<file path="src/rtl/rf_pkg.sv">
// Shared types and sizing helpers for the multi-port register file.
// Address width is derived from the register count so all files agree on it.
package rf_pkg;

    localparam int XLEN_DEF  = 32;
    localparam int NREGS_DEF = 32;
    localparam int ZERO_REG  = 0;

    function automatic int addr_width(input int nregs);
        return (nregs <= 2) ? 1 : $clog2(nregs);
    endfunction

    localparam int AW_DEF = addr_width(NREGS_DEF);

    typedef logic [AW_DEF-1:0]   reg_addr_t;
    typedef logic [XLEN_DEF-1:0] data_word_t;

endpackage

</file>
<file path="src/rtl/rf_scoreboard.sv">
// Per-register busy scoreboard: issue sets a bit, writeback clears it.
// Also keeps a registered OR of all busy bits for pipeline drain detection.
module rf_scoreboard
    import rf_pkg::*;
#(
    parameter int NREGS = NREGS_DEF,
    parameter int NWR   = 2,
    localparam int AW   = addr_width(NREGS)
) (
    input  logic              clk,
    input  logic              reset,
    input  logic              alloc_en,
    input  logic [AW-1:0]     alloc_addr,
    input  logic [NWR-1:0]    wr_en,
    input  logic [NWR*AW-1:0] wr_addr,
    output logic [NREGS-1:0]  busy,
    output logic              busy_any
);

    logic [NREGS-1:0] busy_r;
    logic [NREGS-1:0] busy_next_s;
    logic             busy_any_r;

    // Next busy vector: writebacks clear first so a same-cycle alloc wins
    always_comb begin
        busy_next_s = busy_r;
        for (int j = 0; j < NWR; j++) begin
            if (wr_en[j]) begin
                busy_next_s[wr_addr[j*AW +: AW]] = 1'b0;
            end else begin
                busy_next_s = busy_next_s;
            end
        end
        if (alloc_en && (alloc_addr != AW'(ZERO_REG))) begin
            busy_next_s[alloc_addr] = 1'b1;
        end else begin
            busy_next_s = busy_next_s;
        end
        busy_next_s[ZERO_REG] = 1'b0;
    end

    // Busy state and drain flag registers
    always_ff @(posedge clk or posedge reset) begin
        if (reset) begin
            busy_r     <= {NREGS{1'b0}};
            busy_any_r <= 1'b0;
        end else begin
            busy_r     <= busy_next_s;
            busy_any_r <= |busy_next_s;
        end
    end

    assign busy     = busy_r;
    assign busy_any = busy_any_r;

endmodule

</file>
<file path="src/rtl/regfile_mp.sv">
// Multi-port integer register file with write-to-read bypass and busy scoreboard.
// Register 0 reads as zero; on write conflicts the highest-index port wins.
module regfile_mp
    import rf_pkg::*;
#(
    parameter int XLEN   = XLEN_DEF,
    parameter int NREGS  = NREGS_DEF,
    parameter int NRD    = 2,
    parameter int NWR    = 2,
    parameter int BYPASS = 1,
    localparam int AW    = addr_width(NREGS)
) (
    input  logic                clk,
    input  logic                reset,
    input  logic [NRD*AW-1:0]   rd_addr,
    output logic [NRD*XLEN-1:0] rd_data,
    output logic [NRD-1:0]      rd_busy,
    input  logic [NWR-1:0]      wr_en,
    input  logic [NWR*AW-1:0]   wr_addr,
    input  logic [NWR*XLEN-1:0] wr_data,
    input  logic                alloc_en,
    input  logic [AW-1:0]       alloc_addr,
    output logic                busy_any
);

    logic [XLEN-1:0]     regs_r [NREGS];
    logic [NREGS-1:0]    busy_s;
    logic [NRD*XLEN-1:0] rd_data_s;
    logic [NRD-1:0]      rd_busy_s;
    logic [AW-1:0]       addr_s;
    logic [XLEN-1:0]     word_s;
    logic                hit_s;

    rf_scoreboard #(
        .NREGS (NREGS),
        .NWR   (NWR)
    ) u_scoreboard (
        .clk        (clk),
        .reset      (reset),
        .alloc_en   (alloc_en),
        .alloc_addr (alloc_addr),
        .wr_en      (wr_en),
        .wr_addr    (wr_addr),
        .busy       (busy_s),
        .busy_any   (busy_any)
    );

    // Storage update; later loop iterations override earlier ones on conflict
    always_ff @(posedge clk or posedge reset) begin
        if (reset) begin
            for (int r = 0; r < NREGS; r++) begin
                regs_r[r] <= {XLEN{1'b0}};
            end
        end else begin
            for (int j = 0; j < NWR; j++) begin
                if (wr_en[j] && (wr_addr[j*AW +: AW] != AW'(ZERO_REG))) begin
                    regs_r[wr_addr[j*AW +: AW]] <= wr_data[j*XLEN +: XLEN];
                end
            end
        end
    end

    // Read ports: stored value, optionally overridden by a same-cycle write
    always_comb begin
        rd_data_s = {(NRD*XLEN){1'b0}};
        rd_busy_s = {NRD{1'b0}};
        addr_s    = {AW{1'b0}};
        word_s    = {XLEN{1'b0}};
        hit_s     = 1'b0;
        for (int i = 0; i < NRD; i++) begin
            addr_s = rd_addr[i*AW +: AW];
            word_s = regs_r[addr_s];
            hit_s  = 1'b0;
            for (int j = 0; j < NWR; j++) begin
                if ((BYPASS != 0) && wr_en[j] && (wr_addr[j*AW +: AW] == addr_s)) begin
                    word_s = wr_data[j*XLEN +: XLEN];
                    hit_s  = 1'b1;
                end else begin
                    word_s = word_s;
                end
            end
            if (reset || (addr_s == AW'(ZERO_REG))) begin
                rd_data_s[i*XLEN +: XLEN] = {XLEN{1'b0}};
                rd_busy_s[i]              = 1'b0;
            end else begin
                rd_data_s[i*XLEN +: XLEN] = word_s;
                rd_busy_s[i]              = busy_s[addr_s] & ~hit_s;
            end
        end
    end

    assign rd_data = rd_data_s;
    assign rd_busy = rd_busy_s;

endmodule
</file>
<file path="config.mk">
export PLATFORM = sky130hd
export DESIGN_NAME = regfile_mp
export DESIGN_NICKNAME = d
export VERILOG_FILES = /design/src/rtl/rf_pkg.sv /design/src/rtl/rf_scoreboard.sv /design/src/rtl/regfile_mp.sv
export SDC_FILE = /design/constraint.sdc
export NUM_CORES = 2
export LEC_CHECK = 0
export CORE_ASPECT_RATIO = 0.5
export CORE_MARGIN = 2
export CORE_UTILIZATION = 25
export DETAILED_ROUTE_END_ITERATION = 8
export DONT_BUFFER_PORTS = 1
export SLEW_MARGIN = 10
export SYNTH_ARGS = -nofsm -noshare
export SYNTH_HDL_FRONTEND = slang
export SYNTH_SLANG_ARGS = --single-unit
</file>
<file path="constraint.sdc">
create_clock -name clk -period 84.3 [get_ports clk]
set_clock_uncertainty 0.15 [all_clocks]
set_input_delay 16.86 -clock clk [delete_from_list [all_inputs] [get_ports clk]]
set_output_delay 16.86 -clock clk [all_outputs]
set_load 0.02 [all_outputs]
</file>
==> summary.txt <==
Synthesis
  – Post-synthesis compound-gate area fraction: 17.8%
  – Xor/xnor cell area share of the yosys netlist: 0.261%
  – Post-synthesis cell area: 67100 um^2
  – Async SR Flop Fraction: 100%
  – Synth Flop Type: dfrtp_1
  – Syn avg cell area: 9.43 um^2
  – Net Count, Synth: 7214
  – Post-synthesis sequential area ratio: 39.4%
  – Largest family of logic cells by synthesized area: multiplexers
  – Synth Register Bits: 1056
  – Post-Synth Simple-Gate Area: 10.1%
  – Yosys warning total: 0
  – Post-synth EDFFs: 0
  – Netlist cell types: 60
  – Post-synthesis mux area share: 26.9%
  – Mapped Cells: 7120
  – Synth Area in Adders: 0%

STA
  – Max-slew headroom: -186%
  – Worst setup margin: 45.43 ns
  – FMAX: 25.7 MHz
  – Final hold vios: 0
  – RSZ-0062 raised after global routing: false
  – Worst Tran Pin Value: 4.28 ns
  – # setup viols final: 0
  – Slew Viols, Final: 576
  – Fin Setup TNS: 0 ns
  – Min Clock Period, post-route: 38.87 ns
  – Tcrit/Tclk final: 46.1%

GRT
  – Initial antenna violation count: 5
  – Largest net degree at the start of global routing: 396
  – First-pass GRT wire length: 428000 um
  – Vias in the first global route: 56300
  – Congestion Overflow GR: 0
  – Total global-route track usage: 21.4%

Outcome
  – Violated checks: slew limit
  – Status: finished with violations

Cells and area
  – Design area: 73700 um^2
  – Most common cell after layout, fill and taps aside: dfrtp_1
  – Area growth syn-to-layout: 9.85%
  – Final Net Count: 6572
  – Fillcell total: 27900
  – Commonest non-fill, non-tap cells in the layout: 1056 x dfrtp_1, 1021 x mux2i_1, 835 x nand2_1, 690 x a21oi_1, 678 x nor2_1
  – Share of cells above drive strength 1: 12.7%
  – Final std cells w/o fill: 10200

Placement
  – Placed Area: 69300 um^2
  – Placed insts: 9950
  – Gpl congestion: 0.895
  – Port Buffers: 0
  – Worst slack, placed: 47.19 ns
  – Final HPWL DP: 163000 um

Worst setup path
  – Worst EP required: 67.29 ns
  – Critical path class: in2out
  – CP startpoint kind: primary input
  – Worst EP arrival: 21.86 ns
  – Type of destination of the critical path: primary output
  – R2R setup slack: 82.55 ns
  – Max FO, Critical Path: 395

Clocking
  – Clock slew at reported path FFs: 0.06 ns
  – Worst-Skew Late Latency: 0.79 ns
  – Clk root buf: clkbuf_16
  – Clock Sinks: 1056
  – Max H-tree Level: 4
  – Setup Buffers After CTS: 0
  – Post_cts resized: 0
  – Clock buffer depth: 3
  – CTS tree: done
  – Post-cts hold buffer count: 0
  – CTS buffer count: 130

Routing
  – First-pass DRT Iterations: 7
  – Wirelength, routed: 303000 um
  – DR vias/cell: 5.93
  – DR DRC count: 0
  – Via count: 60400
  – DR WL/cell: 29.7 um
  – Initial DRC Count: 9837
  – ANT nets after route: 0

Floorplanning
  – Die footprint: 273000 um^2
  – Site Rows: 134
  – Die height: 370 um
  – Initial Util: 25.1%
  – Ports: 161
  – Die Wd: 737 um
  – Core Area: 267000 um^2

Pwr
  – Power Dens Cells: 23.4 nW/um^2
  – Peak supply drop: 13.6 uV
  – Pleak: 31.3 nW

Job
  – Max-Cap Viols: 0

Worst hold path
  – Worst min path class: reg2reg
==> cell type report <==
class	instances	area [um^2]	area share (%)
antenna	4	10.0	0.0136
clock buffer	189	3990	5.41
clock inverter	42	467	0.633
inverter	4	22.5	0.0306
multi-input combinational	5180	37500	50.8
sequential	1056	26400	35.8
tap	3604	4510	6.12
timing repair buffer	106	821	1.11
==> kinds of logic after synthesis <==
group | count (synthesis)
AOI/OAI and AO/OA | 2034
xor gates and xnor gates | 20
buffers and inverters | 884
DFF | 1056
muxes | 1431
and+or+nand+nor | 1695
==> power breakdown <==
group / switching [W] / internal [W]
Sequential: 0.000104 / 0.000636
Combinational: 0.000184 / 0.000205
Clock: 0.000241 / 0.000355
==> state kept, by name (all words and copies together) (netlist names) <==
name and count:
u_scoreboard.busy_any 1, u_scoreboard.busy 31, regs_r 1024
==> critical path: stages <==
cell and delay (ns):
mux4_2 2.02, o22ai_1 0.15, o21ai_0 0.34, a22o_1 0.49
==> cell usage after synthesis, types with 66 or more instances <==
cell type  number  area (um^2)
dfrtp_1      1056        26400
mux2i_1      1021        10200
nand2_1       870         3270
nor2_1        707         2650
a21oi_1       690         3450
o21ai_0       656         3280
clkbuf_1      578         2170
mux4_2        284         6400
a31oi_1       157          982
buf_2         130          651
mux2_2        126         1420
o22ai_1       124          776
o221ai_1      122         1070
buf_1         106          398
a22oi_1        88          661
a22o_1         66          578
==> routing by layer <==
metal | GRT usage [%] | wire length, um | share of wire, % | up-vias
met5 | 0 | 46 | 0.015 | -
met4 | 13.9 | 23400 | 7.7 | 8
met3 | 7.27 | 40900 | 13 | 1229
met2 | 31.6 | 127000 | 42 | 4764
met1 | 26.6 | 111000 | 37 | 29800
li1 | - | - | - | 24600
==> stage by stage <==
stage / util (%) / power, W / hold slack, ns
after CTS: 27.6 / 0.00171 / 0.247
after global routing: 27.6 / 0.00179 / 0.255
after global placement: 25.9 / 0.00110 / 0.230
final: 27.6 / 0.00172 / 0.247
after floorplan: - / 0.00104 / 0.291
after detailed placement: 25.9 / 0.00112 / 0.234
==> path summary, 6_finish.rpt <==
path                                                 start                               to  cells past startpoint
setup / recovery                                rd_addr[0]                      rd_data[20]                      4
hold / removal                      regs_r[1022]$_DFF_PP0_           regs_r[1022]$_DFF_PP0_                      0
setup reg to reg           u_scoreboard.busy[11]$_DFF_PP0_  u_scoreboard.busy_any$_DFF_PP0_                      4
hold reg to reg                     regs_r[1022]$_DFF_PP0_           regs_r[1022]$_DFF_PP0_                      0
max in group asynchronous                            reset            regs_r[560]$_DFF_PP0_                      4
min in group asynchronous                            reset            regs_r[415]$_DFF_PP0_                      1
Power figures use the tool's default switching activity.
